$ cat src/rtl/space_invaders_pkg.sv
// Shared types and constants for the space-invaders bullet logic.
//   bullet_state_e      : bullet controller FSM states
//   SCREEN_W / SCREEN_H : visible VGA area in pixels
//   DEF_*               : default values for bullet_controller parameters
//   sat_inc8            : 8-bit increment that sticks at 255
package space_invaders_pkg;

  localparam int SCREEN_W = 640;
  localparam int SCREEN_H = 480;

  localparam int DEF_BULLET_STEP     = 4;
  localparam int DEF_PLAYER_Y        = 440;
  localparam int DEF_BULLET_LEN      = 4;
  localparam int DEF_COOLDOWN_FRAMES = 8;

  typedef enum logic [1:0] {
    ST_IDLE     = 2'd0,
    ST_FLY      = 2'd1,
    ST_COOLDOWN = 2'd2
  } bullet_state_e;

  function automatic logic [7:0] sat_inc8(input logic [7:0] v);
    return (v == 8'hFF) ? v : v + 8'd1;
  endfunction

endpackage

$ cat src/rtl/frame_tick_sync.sv
// Brings the VGA vertical sync into the system clock domain and turns each
// rising edge into a single-cycle tick.
//   clk       : system clock
//   rst       : asynchronous, active-high reset
//   frame_clk : vertical sync, asynchronous to clk
//   tick      : one clk cycle high per synchronized rising edge
module frame_tick_sync (
  input  logic clk,
  input  logic rst,
  input  logic frame_clk,
  output logic tick
);

  logic       sync1_q, sync1_d;
  logic       sync2_q, sync2_d;
  logic       prev_q, prev_d;
  logic [1:0] fill_q, fill_d;

  // fill_q counts the cycles since reset release. Until the edge flop holds a
  // synchronized sample, a frame_clk that was already high at release would
  // look like a rising edge, so ticks are held off until fill_q saturates.
  always_comb begin
    sync1_d = frame_clk;
    sync2_d = sync1_q;
    prev_d  = sync2_q;
    fill_d  = (fill_q == 2'd3) ? fill_q : fill_q + 2'd1;
  end

  always_ff @(posedge clk or posedge rst) begin
    if (rst) begin
      sync1_q <= 1'b0;
      sync2_q <= 1'b0;
      prev_q  <= 1'b0;
      fill_q  <= 2'd0;
    end else begin
      sync1_q <= sync1_d;
      sync2_q <= sync2_d;
      prev_q  <= prev_d;
      fill_q  <= fill_d;
    end
  end

  assign tick = sync2_q & ~prev_q & (fill_q == 2'd3);

endmodule

$ cat src/rtl/bullet_controller.sv
// Player bullet controller: launches a bullet on the fire key, moves it up
// one step per frame, ends the flight on a hit or at the top of the screen,
// and enforces a cooldown before the next shot.
//   Clk       : system clock
//   Reset     : asynchronous, active-high reset
//   frame_clk : VGA vertical sync, asynchronous to Clk
//   fire      : fire key level
//   start     : start screen active, clears the game
//   hit       : one-cycle pulse, bullet struck an enemy
//   playerX   : column the bullet launches from
//   bullet_in : bullet visible
//   bulletX   : bullet column
//   bulletY   : bullet top row
//   hit_count : saturating count of enemies hit
//   busy      : bullet flying or cooling down
//
// state       | meaning
// ------------+---------------------------------------------------------
// ST_IDLE     | no bullet; launch on tick when fire held and armed
// ST_FLY      | bullet visible, rises BULLET_STEP pixels per tick
// ST_COOLDOWN | bullet gone, waiting cnt ticks before returning to idle
module bullet_controller
  import space_invaders_pkg::*;
#(
  parameter int BULLET_STEP     = DEF_BULLET_STEP,
  parameter int PLAYER_Y        = DEF_PLAYER_Y,
  parameter int BULLET_LEN      = DEF_BULLET_LEN,
  parameter int COOLDOWN_FRAMES = DEF_COOLDOWN_FRAMES
) (
  input  logic       Clk,
  input  logic       Reset,
  input  logic       frame_clk,
  input  logic       fire,
  input  logic       start,
  input  logic       hit,
  input  logic [9:0] playerX,
  output logic       bullet_in,
  output logic [9:0] bulletX,
  output logic [9:0] bulletY,
  output logic [7:0] hit_count,
  output logic       busy
);

  localparam int CNT_W = (COOLDOWN_FRAMES > 1) ? $clog2(COOLDOWN_FRAMES + 1) : 1;
  localparam logic [9:0]       LAUNCH_Y = 10'(PLAYER_Y - BULLET_LEN);
  localparam logic [9:0]       STEP_V   = 10'(BULLET_STEP);
  localparam logic [CNT_W-1:0] CD_LOAD  = CNT_W'(COOLDOWN_FRAMES);

  logic tick;

  frame_tick_sync u_frame_tick_sync (
    .clk       (Clk),
    .rst       (Reset),
    .frame_clk (frame_clk),
    .tick      (tick)
  );

  bullet_state_e    state_q, state_d;
  logic             bullet_in_q, bullet_in_d;
  logic [9:0]       bullet_x_q, bullet_x_d;
  logic [9:0]       bullet_y_q, bullet_y_d;
  logic [7:0]       hit_count_q, hit_count_d;
  logic             busy_q, busy_d;
  logic [CNT_W-1:0] cnt_q, cnt_d;
  logic             armed_q, armed_d;

  always_comb begin
    state_d     = state_q;
    bullet_in_d = bullet_in_q;
    bullet_x_d  = bullet_x_q;
    bullet_y_d  = bullet_y_q;
    hit_count_d = hit_count_q;
    cnt_d       = cnt_q;
    // Releasing fire on any frame re-arms, so a held key fires only once.
    armed_d     = armed_q | (tick & ~fire);

    if (start) begin
      state_d     = ST_IDLE;
      bullet_in_d = 1'b0;
      hit_count_d = 8'd0;
      armed_d     = 1'b1;
    end else begin
      case (state_q)
        ST_IDLE: begin
          if (tick && fire && armed_q) begin
            bullet_x_d  = playerX;
            bullet_y_d  = LAUNCH_Y;
            armed_d     = 1'b0;
            bullet_in_d = 1'b1;
            state_d     = ST_FLY;
          end
        end
        ST_FLY: begin
          // A hit on the same cycle as a tick ends the flight without moving.
          if (hit) begin
            bullet_in_d = 1'b0;
            hit_count_d = sat_inc8(hit_count_q);
            cnt_d       = CD_LOAD;
            state_d     = ST_COOLDOWN;
          end else if (tick) begin
            if (bullet_y_q < STEP_V) begin
              bullet_in_d = 1'b0;
              cnt_d       = CD_LOAD;
              state_d     = ST_COOLDOWN;
            end else begin
              bullet_y_d = bullet_y_q - STEP_V;
            end
          end
        end
        ST_COOLDOWN: begin
          if (tick) begin
            if (cnt_q <= CNT_W'(1)) begin
              state_d = ST_IDLE;
            end else begin
              cnt_d = cnt_q - CNT_W'(1);
            end
          end
        end
        default: begin
          state_d     = ST_IDLE;
          bullet_in_d = 1'b0;
        end
      endcase
    end

    busy_d = (state_d != ST_IDLE);
  end

  always_ff @(posedge Clk or posedge Reset) begin
    if (Reset) begin
      state_q     <= ST_IDLE;
      bullet_in_q <= 1'b0;
      bullet_x_q  <= 10'd0;
      bullet_y_q  <= 10'd0;
      hit_count_q <= 8'd0;
      busy_q      <= 1'b0;
      cnt_q       <= '0;
      armed_q     <= 1'b1;
    end else begin
      state_q     <= state_d;
      bullet_in_q <= bullet_in_d;
      bullet_x_q  <= bullet_x_d;
      bullet_y_q  <= bullet_y_d;
      hit_count_q <= hit_count_d;
      busy_q      <= busy_d;
      cnt_q       <= cnt_d;
      armed_q     <= armed_d;
    end
  end

  assign bullet_in = bullet_in_q;
  assign bulletX   = bullet_x_q;
  assign bulletY   = bullet_y_q;
  assign hit_count = hit_count_q;
  assign busy      = busy_q;

endmodule
$ cat config.mk
export PLATFORM = sky130hd
export DESIGN_NAME = bullet_controller
export DESIGN_NICKNAME = d
export VERILOG_FILES = /design/src/rtl/space_invaders_pkg.sv /design/src/rtl/frame_tick_sync.sv /design/src/rtl/bullet_controller.sv
export SDC_FILE = /design/constraint.sdc
export NUM_CORES = 1
export LEC_CHECK = 0
export CAP_MARGIN = 15
export CELL_PAD_IN_SITES_DETAIL_PLACEMENT = 2
export CELL_PAD_IN_SITES_GLOBAL_PLACEMENT = 2
export CORE_ASPECT_RATIO = 0.8
export CORE_MARGIN = 5
export CORE_UTILIZATION = 30
export CTS_BUF_LIST = sky130_fd_sc_hd__clkbuf_2
export CTS_CLUSTER_DIAMETER = 120
export CTS_CLUSTER_SIZE = 16
export DETAILED_ROUTE_END_ITERATION = 10
export MAX_ROUTING_LAYER = met4
export PLACE_DENSITY_LB_ADDON = 0.1
export SLEW_MARGIN = 40
export SYNTH_ARGS = -nofsm -noshare
export SYNTH_HDL_FRONTEND = slang
export SYNTH_SLANG_ARGS = --single-unit
$ cat constraint.sdc
create_clock -name Clk -period 1.7 [get_ports Clk]
set_clock_uncertainty 0.15 [all_clocks]
set_input_delay 0.34 -clock Clk [delete_from_list [all_inputs] [get_ports Clk]]
set_output_delay 0.34 -clock Clk [all_outputs]
set_load 0.02 [all_outputs]
==> results of run 1 <==
[cell families after synthesis]
logic type,synth area share (%)
and+or+nand+nor,18.1
AOI/OAI and AO/OA,15.3
DFF,47.3
buffers and inverters,5.55
muxes,8.92
adders and majority gates,2.96
xor gates and xnor gates,1.66
other,0.177
[final timing paths]
path | from | end | slack (ns) | depth (start not counted)
hold reg to reg | u_frame_tick_sync.sync1_q | u_frame_tick_sync.prev_d | 0.26 | 0
hold / removal | Reset | bulletX[7] | 0.06 | 3
setup / recovery | bulletY[3] | bulletY[6] | -0.26 | 9
min in group Clk | frame_clk | u_frame_tick_sync.sync1_q | 0.17 | 1
setup reg to reg | bulletY[3] | bulletY[6] | -0.26 | 9
max in group asynchronous | Reset | armed_q | 1.06 | 3
[worst min-delay path: cells and delay by family]
family                 cells  cell delay (ns)
buffers and inverters      3             0.73
[stage by stage]
stage	setup slack (ns)	area, sq um
3_3_place_gp	-0.515	3030
2_1_floorplan	-0.0973	2180
4_1_cts	-0.176	3330
3_5_place_dp	-0.572	3030
6_report	-0.258	3700
5_1_grt	-0.362	3700
[what timing repair did]
action	4_1_cts	5_1_grt
pin swaps	19	30
cloned	1	0
resized for setup	95	83
buffers inserted	15	27
endpoints found under the setup margin	59	60
[Yosys cell counts, drive strengths merged (2+ instances only)]
library cell  number  share of area (%)
inv               12                2.1
nor2b              2               0.59
buf                6                2.8
nand2b             6                1.8
dfrtp             39                 46
and3b              2               0.83
a211o              2               0.83
a31oi              6                1.8
a311oi             2                1.1
nor3               6                1.4
mux2i              2               0.95
or4                2               0.71
xnor2              3                1.2
nand3b             2                1.3
nor4               2               0.59
o41ai              2               0.83
and4               2               0.83
nor2              13                2.3
a2111oi            2                2.0
nand3              4               0.95
nand4b             2               0.83
nand2              7                1.4
o21ai              5                1.2
ha                 5                3.0
mux2              13                8.0
a21oi              7                1.7
o31ai              4                1.4
a211oi             2               0.71
clkbuf             3               0.59
nand4              4                1.5
[area by class of cell]
class	count	share of cell area, %
clock inverter	3	0.372
tap	87	2.94
sequential	40	27.3
timing repair buffer	133	31.4
multi-input combinational	127	36.1
clock buffer	5	0.676
inverter	12	1.22
[power breakdown]
group          total, W  leakage [nW]  internal, W  switching [W]
Sequential      0.00122         0.483      0.00108       0.000138
Clock          0.000472        0.0302    0.0000925       0.000380
Combinational  0.000929          1.10     0.000465       0.000464
[state kept, by name, indices dropped and copies added (netlist names), 2 cells and up]
register	cells
u_frame_tick_sync.fill_q	2
bulletY	8
state_q	2
bulletX	10
cnt_q	4
hit_count	8
[routing by layer]
layer  vias to the layer above  part of all wire (%)  global-route usage [%]
met2                        38                    54                    34.1
met1                      1084                    43                    20.4
li1                        958                     -                       -
met5                         -                     0                       -
met4                         0                   1.2                    4.24
met3                        11                   2.1                    2.81
==> results.md, run 1 <==
- Ys Warns: 0
- Fillers: 677
- Final min period: 1.96 ns
- Routed length per instance: 22.8 um
- Unrepaired setup endpoints after global routing: true
- Worst Setup End Kind: flop
- # nets final: 340
- All-Layer GR Usage: 18.2%
- Synthesized area: 2120 sq um
- Clock Latency Late Sink: 0.44 ns
- Slew Viols, Final: 0
- Status: complete, but fails checks
- Area grow syn2layout: 74.8%
- DIE HEIGHT: 85.1 um
- CTS clock-pin slew for the worst setup and hold paths: 0.27 ns
- LEAKAGE: 1.61 nW
- Number of flops mapped to enable cells by yosys: 0
- Mapped Cells: 187
- Via Count: 2091
- I/O Pins: 46
- Synth Register Bits: 40
- Die width: 104 um
- Clock tree buffer depth: 2
- Most frequent cells in the layout: buf_4, dfrtp_1, buf_6
- Power per cell area: 708 nW/um^2
- Multi-input logic area: 1340 sq um
- Post-CTS Hold Fix Bufs: 0
- Vias in the first global route: 2267
- Drt pass-1 iters: 4
- Tot Pwr: 0.00262 W
- Core Area: 6890 sq um
- Critical Setup Path Class: flop to flop
- Clock buffer count from CTS: 5
- DP Wirelength: 5270 um
- ANT nets after route: 0
- Detailed Route WL: 9270 um
- Root Buffer: clkbuf_2
- Family with the most delay on the worst path: buffers and inverters
- Max Clock Freq: 511 MHz
- First-pass GRT wire length: 12400 um
- Final worst slack: -0.258 ns
- Critical path's slowest cell: dfrtp_2
- Worst hold slack: 0.0591 ns
- Hold Vio Cnt, Final: 0
- Critical path required time: 1.94 ns
- GPL Wtd Cong: 0.843
- Sequential cell area: 1010 sq um
- H-Tree Depth: 2
- Layout cells sized above 1: 59.4%
- Setup violations, final: 32
- Final Core Density: 53.7%
- # DRC: 0
- Distinct cells, synth: 58
- Initial Util: 30.7%
- Synth Flop Type: dfrtp_1
- Worst hold path type: input pin to asynchronous set/reset pin
- # port buffers: 43
- Failing checks: setup timing
- Asr flop ratio synth: 100%
- Max-cap violations: 0
- Row cnt: 27
- CP arrival: 2.20 ns
- Syn avg cell area: 11.3 sq um
- Dpl cells: 359
- CP Max Fanout: 4
- Peak VDD IR: 0.409 mV
- Vias/cell: 5.14
- Die area: 8850 sq um
- N_diodes: 0
- Non-filler cells, final: 407
- Worst path max stage delay: 0.47 ns
- CTS tree: done
- Global route overflow: 0
- Seq/Total Area, Yosys: 47.3%
- Worst Setup Start Kind: flop
- CTS sink count: 40
- Most common cell after layout, fill and taps aside: buf_4
- Final Cycle Share: 115%
- CP cell instances: inv_2 -> ha_4 -> nor4b_4 -> buf_4 -> buf_4 -> nand3_4 -> buf_6 -> nand4_1 -> mux2i_1
- DRC marker count from the first detailed-route iteration: 45
- Setup TNS: -3.98 ns
- Pin count of the biggest net entering global routing: 41
- CP dominant cell by count: buf_4
- Bufs and invs on worst path: 4
- Initial antenna violation count: 0
(Power assumes the default switching activity.)
==> run 2, diff against run 1 <==
MAX_ROUTING_LAYER = not set   (was met4)
==> run 2 against run 1 <==
Against the previous run:
- the flow still finishes with violations (setup timing)
- flip-flop and latch count did not move
- clock power rose by 1%
- routed wire length rose by 0.24%
- highest routed layer unchanged
- utilization did not move
- register-to-register slack barely moved
- first-iteration DRC count rose by 8.9%
- worst hold slack got worse by 0.0051 ns
- non-clock buffer count did not move
- sequential power barely moved
==> results.md, run 2 (synthesis results as in run 1) <==
- Reg2Reg Depth: 9
- N_diodes: 0
- H-Tree Depth: 2
- # DRC: 0
- R2R setup slack: -0.25 ns
- Critical Setup Path Class: flop to flop
- Max-cap violations: 0
- Power per cell area: 710 nW/um^2
- Final worst slack: -0.251 ns
- Drt pass-1 iters: 4
- Crit path launch: bulletY[3]
- Global route overflow: 0
- CTS sink count: 40
- DP Wirelength: 5270 um
- DIE HEIGHT: 85.1 um
- Worst hold path type: input pin to asynchronous set/reset pin
- Clock Latency Late Sink: 0.45 ns
- Hold Vio Cnt, Final: 0
- Vias/cell: 5.14
- CP dominant cell by count: buf_4
- CTS tree: done
- I/O Pins: 46
- First-pass GRT wire length: 12400 um
- Met2 wire len: 4990 um
- Root Buffer: clkbuf_2
- Core Area: 6890 sq um
- Clock buffer count from CTS: 5
- Worst Setup End Kind: flop
- Pre-CTS setup slack: -0.572 ns
- DRC marker count from the first detailed-route iteration: 49
- Worst r2r dst: bulletY[6]
- Highest routed layer: met4
- Critical path's slowest cell: dfrtp_2
- Origin of the critical flop-to-flop path: bulletY[3]
- Via Count: 2090
- Initial Util: 30.7%
- Worst path max stage delay: 0.47 ns
- ANT nets after route: 0
- Fillers: 677
- Critical path endpoint: bulletY[6]
- Die width: 104 um
- Final min period: 1.95 ns
- Vias in the first global route: 2279
- Post-Route M1 WL: 3970 um
- Max reg flops: 10
- Slew Viols, Final: 0
- CP arrival: 2.20 ns
- Cell depth of the worst setup path: 9
- Tot Pwr: 0.00263 W
- Max Clock Freq: 513 MHz
- Failing checks: setup timing
- Most frequent cells in the layout: buf_4, dfrtp_1, buf_6
- Routed length per instance: 22.8 um
- CTS clock-pin slew for the worst setup and hold paths: 0.27 ns
- Row cnt: 27
- # nets final: 340
- Critical path required time: 1.94 ns
- Clock tree buffer depth: 2
- LEAKAGE: 1.61 nW
- Final Cycle Share: 115%
- Area grow syn2layout: 74.8%
- Met3 routed WL: 213 um
- Die area: 8850 sq um
- Status: complete, but fails checks
- CP Max Fanout: 4
- Setup violations, final: 32
- Most common cell after layout, fill and taps aside: buf_4
- # port buffers: 43
- Unrepaired setup endpoints after global routing: true
- Detailed Route WL: 9290 um
- Family with the most delay on the worst path: buffers and inverters
- Initial antenna violation count: 0
- Peak VDD IR: 0.412 mV
- Pin count of the biggest net entering global routing: 41
- Final Core Density: 53.7%
- CP cell instances: inv_2 -> ha_4 -> nor4b_4 -> buf_4 -> buf_4 -> nand3_4 -> buf_6 -> nand4_1 -> mux2i_1
- Worst Setup Start Kind: flop
- Layout cells sized above 1: 59.4%
- GPL Wtd Cong: 0.830
- Bufs and invs on worst path: 4
- All-Layer GR Usage: 17.6%
- Post-CTS Hold Fix Bufs: 0
- Setup TNS: -3.86 ns
[run 2: cell counts in the layout (fill, tap and decap cells not counted)]
Identical to the previous run, type by type.
[run 2: layout make-up]
| type | count | area, sq um | area share (%) |
|---|---|---|---|
| tap | 87 | 109 | 2.94 |
| timing repair buffer | 133 | 1160 | 31.4 |
| inverter | 12 | 45.0 | 1.22 |
| clock inverter | 3 | 13.8 | 0.372 |
| sequential | 40 | 1010 | 27.3 |
| clock buffer | 5 | 25.0 | 0.676 |
| multi-input combinational | 127 | 1340 | 36.1 |
[run 2: worst min-delay path, stage by stage]
cell             delay (ns)
clkdlybuf4s50_1        0.39
inv_1                  0.09
buf_12                 0.25
[run 2: report_power, final]
part / switching, W / internal (W)
clock: 0.000386 / 0.0000925
sequential: 0.000138 / 0.00108
combinational: 0.000464 / 0.000465
total: 0.000988 / 0.00164
[run 2: worst min-delay path by stage]
stage	endpoint	slack, ns	cells past startpoint
6_report	bulletX[2]	0.05	3
2_1_floorplan	u_frame_tick_sync.prev_d	0.18	0
3_3_place_gp	u_frame_tick_sync.prev_d	0.19	0
5_1_grt	bulletX[0]	0.05	3
3_5_place_dp	u_frame_tick_sync.prev_d	0.19	0
4_1_cts	bulletX[5]	0.1	3
[run 2: repair_timing]
action,in CTS,in global routing
setup endpoints to repair,59,60
gates resized for setup,95,83
buffers inserted,15,27
pin swaps,19,30
cloned,1,0
[run 2: routing by layer]
metal  up-vias  global-route usage, %
met5         -                      0
met4         0                   4.24
met3        11                   3.04
met2        38                   34.1
met1      1086                   20.1
li1        955                      -
[run 2: stage by stage]
stage | instance area [sq um] | hold slack, ns | cells
CTS | 3330 | 0.0972 | 383
global route | 3700 | 0.0536 | 407
floorplan | 2180 | 0.181 | 188
detailed placement | 3030 | 0.194 | 359
global placement | 3030 | 0.188 | 359
finish | 3700 | 0.0540 | 407
==> run 3, diff against run 2 <==
CELL_PAD_IN_SITES_DETAIL_PLACEMENT = not set   (was 2)
CELL_PAD_IN_SITES_GLOBAL_PLACEMENT = not set   (was 2)
CORE_UTILIZATION = 47   (was 30)
PLACE_DENSITY = 0.78   (was not set)
PLACE_DENSITY_LB_ADDON = not set   (was 0.1)
==> run 3 against run 2 <==
Against the previous run:
- the run still ends with setup timing left
- utilization is 23 points higher
- register-to-register slack better by 0.05 ns
- highest routed layer unchanged
- design area decreased by 12%
- largest power group unchanged
- sequential power is essentially flat
- total power fell by 6.2%
- sequential share of layout area rose by 3.6 points
==> results.md, run 3 (synthesis results as in run 1) <==
- Status: complete, but fails checks
- Failing checks: setup timing
- Drt pass-1 iters: 4
- Slew Viols, Final: 0
- Placed cell area: 2940 sq um
- Worst Setup Start Kind: flop
- Max reg flops: 10
- CP Max Fanout: 4
- Pin count of the biggest net entering global routing: 27
- Most frequent cells in the layout: buf_4, dfrtp_1, clkbuf_2
- H-Tree Depth: 2
- ANT nets after route: 0
- CTS sink count: 40
- Peak VDD IR: 0.604 mV
- Hold Vio Cnt, Final: 0
- Sw Share: 34.4%
- Critical path required time: 1.85 ns
- Layout cells sized above 1: 48.1%
- Clock buffer count from CTS: 5
- Pre-CTS setup slack: -0.552 ns
- Worst Setup End Kind: flop
- Root Buffer: clkbuf_2
- Internal power: 0.00162 W
- Core Area: 4260 sq um
- Reg2Reg Depth: 6
- Die width: 85.0 um
- CTS clock-pin slew for the worst setup and hold paths: 0.20 ns
- # DRC: 0
- Vias/cell: 5.72
- Row cnt: 21
- DRC marker count from the first detailed-route iteration: 140
- Via Count: 2003
- Switching power: 0.000848 W
- Initial Util: 49.7%
- Unrepaired setup endpoints after global routing: true
- Final worst slack: -0.200 ns
- Initial antenna violation count: 0
- # nets final: 313
- Max Clock Freq: 526 MHz
- All-Layer GR Usage: 19.6%
- Global route overflow: 0
- Worst hold path type: input pin to asynchronous set/reset pin
- Sequential share of power: 48.8%
- R2R setup slack: -0.20 ns
- Most common cell after layout, fill and taps aside: buf_4
- N_diodes: 0
- Max-cap violations: 0
- Setup TNS: -1.61 ns
- Clock Latency Late Sink: 0.38 ns
- Final Cycle Share: 112%
- Die area: 5960 sq um
- DIE HEIGHT: 70.0 um
- Detailed Route WL: 5990 um
- CP arrival: 2.05 ns
- Final min period: 1.90 ns
- First-pass GRT wire length: 9440 um
- Power per cell area: 753 nW/um^2
- Area grow syn2layout: 54.5%
- GPL Wtd Cong: 0.909
- Routed length per instance: 17.1 um
- I/O Pins: 46
- CTS tree: done
- Setup violations, final: 13
- # port buffers: 43
- Clock tree buffer depth: 2
- DP Wirelength: 3740 um
- Vias in the first global route: 1948
- LEAKAGE: 1.43 nW
- Critical Setup Path Class: flop to flop
- Clk pwr share: 16.7%
- Combinational Power Share: 34.5%
- Post-route cell area: 3270 sq um
-- run 3: path summary, 6_finish.rpt --
path	startpoint	to
max	bulletY[2]	bulletY[3]
min	Reset	bulletX[6]
max reg2reg	bulletY[2]	bulletY[3]
min reg2reg	u_frame_tick_sync.sync1_q	u_frame_tick_sync.prev_d
max in group asynchronous	Reset	bulletY[4]
min in group Clk	u_frame_tick_sync.sync1_q	u_frame_tick_sync.prev_d
-- run 3: power by group through the flow --
stage	sequential, W	clock [W]	combinational [W]
floorplan	0.00132	0	0.000268
global placement	0.00120	0	0.000754
detailed placement	0.00120	0	0.000769
CTS	0.00119	0.000433	0.000756
global route	0.00122	0.000483	0.000906
finish	0.00120	0.000412	0.000849
-- run 3: final cells by class --
type                            instances  area, sq um
Tap cell                               57         71.3
Timing Repair Buffer                  105          866
Sequential cell                        40         1010
Inverter                               12         45.0
Clock inverter                          1         3.75
Clock buffer                            7         35.0
Multi-Input combinational cell        128         1240
Fill cell                             271          986
-- run 3: critical path, cell delays in order (launching register included) --
cell and delay, ns:
dfrtp_2 0.46, inv_2 0.08, ha_4 0.14, nor4b_4 0.32
nand3_2 0.23, nand2_4 0.14, mux2_4 0.30
-- run 3: metal layers --
metal / wire (um) / GRT usage [%] / part of all wire, %
met5: 0 / 0 / 0
met4: 102 / 7.38 / 1.7
met3: 344 / 5.88 / 5.7
met2: 3030 / 30.7 / 51
met1: 2510 / 25.5 / 42
-- run 3: what timing repair did --
action                                  4_1_cts  5_1_grt
buffers inserted                             10        9
pin swaps                                    16       11
hold endpoints to repair                      0        0
hold buffers                                  0        0
cloned                                        1        0
gates resized for setup                      66       69
endpoints found under the setup margin       54       56
-- run 3: per-stage QoR --
step / hold WS (ns) / util, % / instances / power (W)
after CTS: 0.0641 / 72.5 / 343 / 0.00238
after global placement: 0.186 / 69.0 / 324 / 0.00195
after detailed placement: 0.189 / 69.0 / 324 / 0.00197
after floorplan: 0.181 / - / 188 / 0.00159
final: 0.0944 / 76.8 / 350 / 0.00246
after global routing: 0.0504 / 76.8 / 350 / 0.00261
==> patch, RTL diff (flow settings as in run 1) <==
Reset style: synchronous (`Reset` and `rst`), changed in 2 clocked blocks. Comments in the files are not updated.
--- a/src/rtl/frame_tick_sync.sv
+++ b/src/rtl/frame_tick_sync.sv
@@ -26,7 +26,7 @@
     fill_d  = (fill_q == 2'd3) ? fill_q : fill_q + 2'd1;
   end
 
-  always_ff @(posedge clk or posedge rst) begin
+  always_ff @(posedge clk) begin
     if (rst) begin
       sync1_q <= 1'b0;
       sync2_q <= 1'b0;
--- a/src/rtl/bullet_controller.sv
+++ b/src/rtl/bullet_controller.sv
@@ -126,7 +126,7 @@
     busy_d = (state_d != ST_IDLE);
   end
 
-  always_ff @(posedge Clk or posedge Reset) begin
+  always_ff @(posedge Clk) begin
     if (Reset) begin
       state_q     <= ST_IDLE;
       bullet_in_q <= 1'b0;
Check against the original RTL: differs if Reset is asserted again (counterexample within 10 cycles, from zero or initial values and one cycle with Reset high); with Reset held inactive, the same outputs for 10 cycles.
==> patch against run 1 <==
- the run still ends with negative setup slack left
- sequential share of layout area decreased by 3.9 points
- non-clock buffer count decreased by 12
- design area decreased by 2.9%
- global-route usage increased by 3.0 points
- setup slack got worse by 0.23 ns
- die area decreased by 8.4%
- routed wire length increased by 16%
- sequential cell count unchanged
- area after synthesis decreased by 9.4%
- largest cell class unchanged
Power is not compared: it rests on default switching activity, and its combinational part moved more than twofold at a synthesized area within 25%.
==> patch: results (changes against run 1) <==
Parameter                              Value

Status
  Status    finished, violations left
  Violated checks    negative setup slack

Worst hold path
  Min-Delay Path Class    in -> reg

Logic synthesis
  Cell variety after synth    44 (-24%)
  Sequential-to-total area share from yosys stat    41.75% (-5.6 points)
  Largest cells by area after synthesis    dfxtp_1 42%, nand2_1 4.9%, a21oi_1 4.4%
  Most instantiated cells after synthesis    40 x dfxtp_1, 25 x nand2_1, 17 x a21oi_1, 17 x nor2_1, 11 x inv_1
  Share of flip-flops with an asynchronous set or reset after synthesis    0% (-100 points)
  YS warnings    0 (unchanged)
  Library cell with the highest instance count after synthesis    dfxtp_1
  Cells after synthesis    228 (+22%)

Critical path
  Critical R2R Launch    bulletY[2]$_SDFFE_PP0P_
  Top fanout value on the critical path    3 (-1)
  Worst EP arrival    2.46 ns (+0.26 ns)
  Setup crit start    bulletY[2]$_SDFFE_PP0P_
  Worst R2R Path Depth    4 (-5)

Routing
  Detailed-route via count    2,336 (+12%)
  Number of DRC markers after the initial detailed-route iteration    71 (+58%)
  Ratio of routed vias to standard cells    5.433 (+5.7%)
  Detailed route wirelength on metal3    418 um (+120%)
  Aggregate routed wire length    10,730 um (+16%)
  Metal2 WL    5501 um (+10%)
  Met1 routed wirelength after detailed routing    4562 um (+15%)

Placed design
  Setup Slack @ Placement    -0.5223 ns (+0.05011 ns)
  Count of placed standard cells including taps    404 (+13%)
  Area after detailed placement    2934 um2 (-3.0%)
  Half-perimeter wire length of the detailed placement result    5393 um (+2.3%)
  Final Wtd Congestion    0.7517 (-11%)

STA
  Setup violation total in the final timing report    25 (-22%)
  Final WS setup    -0.4850 ns (-0.2272 ns)
  Total negative slack for setup checks    -4.739 ns (-0.7606 ns)

GRT
  Met2 GRT Util    37.00% (+2.9 points)
  Pin count of the biggest net entering global routing    14 (-66%)
  Fraction of met1 tracks used by global routing    24.99% (+4.6 points)
  Via count of the first global-routing pass    2,461 (+8.6%)
  Met3 Resource Use GR    4.075% (+1.3 points)
  Initial antenna violation count    0 (unchanged)
  Wire length of the first global-routing pass    13,020 um (+4.6%)

Layout
  Number of nets in the layout    366 (+7.6%)
  Fraction of final layout cells with drive strength greater than 1    57.51% (-1.9 points)

Clock tree
  Skew-Pair Late Insertion Delay    0.49 ns (+0.05 ns)
==> patch: cell types whose count changed in the layout (fill, tap and decap cells not counted), sizes merged, moves of 4 or more <==
cell	delta
or3	+5
dfrtp	-39
a21oi	+10
dfxtp	+40
buf	-14
dlygate4sd2	+4
nand2	+18
nor2	+4
mux2i	+4
mux2	-13
o21ai	+4
==> patch: cells by family after synthesis <==
kind of cell	count (synthesis)	share of synthesized area, %
AND/OR/NAND/NOR	95	26.29
other	1	0.1955
buffers and inverters	23	4.892
adder cells (fa/ha/maj)	5	3.262
AO/OA/AOI/OAI	55	19.11
flip-flops	40	41.75
XOR/XNOR	3	1.370
multiplexers	6	3.131
==> patch: repair_timing <==
item                                    CTS  global route
setup buffers                             5            13
cloned                                    0             1
pin swaps                                11            22
gates resized for setup                 124            93
endpoints found under the setup margin   58            51
==> patch: path summary, 6_finish.rpt <==
kind / to / slack, ns
max: bulletY[9]$_SDFFE_PP0P_ / -0.48
min: bulletX[0]$_SDFFE_PP0P_ / 0.24
min reg2reg: u_frame_tick_sync.prev_d$_SDFF_PP0_ / 0.33
max reg2reg: bulletY[9]$_SDFFE_PP0P_ / -0.48
==> patch: cell type report <==
type / instances / area [um2]
clock buffers: 5 / 25.02
inverters: 11 / 51.30
repair buffers: 121 / 1064
well taps: 84 / 105.1
multi-input cells: 166 / 1466
clock inverters: 3 / 42.54
fillers: 632 / 2718
flip-flops and latches: 40 / 839.6
==> patch: critical path: stages, from the launching register on <==
cell	delay, ns
dfxtp_2	0.41
or2_2	0.33
or4_4	0.52
or4_4	0.53
a211oi_2	0.18
==> patch: report_power, final <==
part | leakage [nW] | internal (mW) | switching, mW
combinational | 1.02 | 0.123 | 0.122
sequential | 0.334 | 0.949 | 0.0153
clock | 0.0406 | 0.247 | 0.390
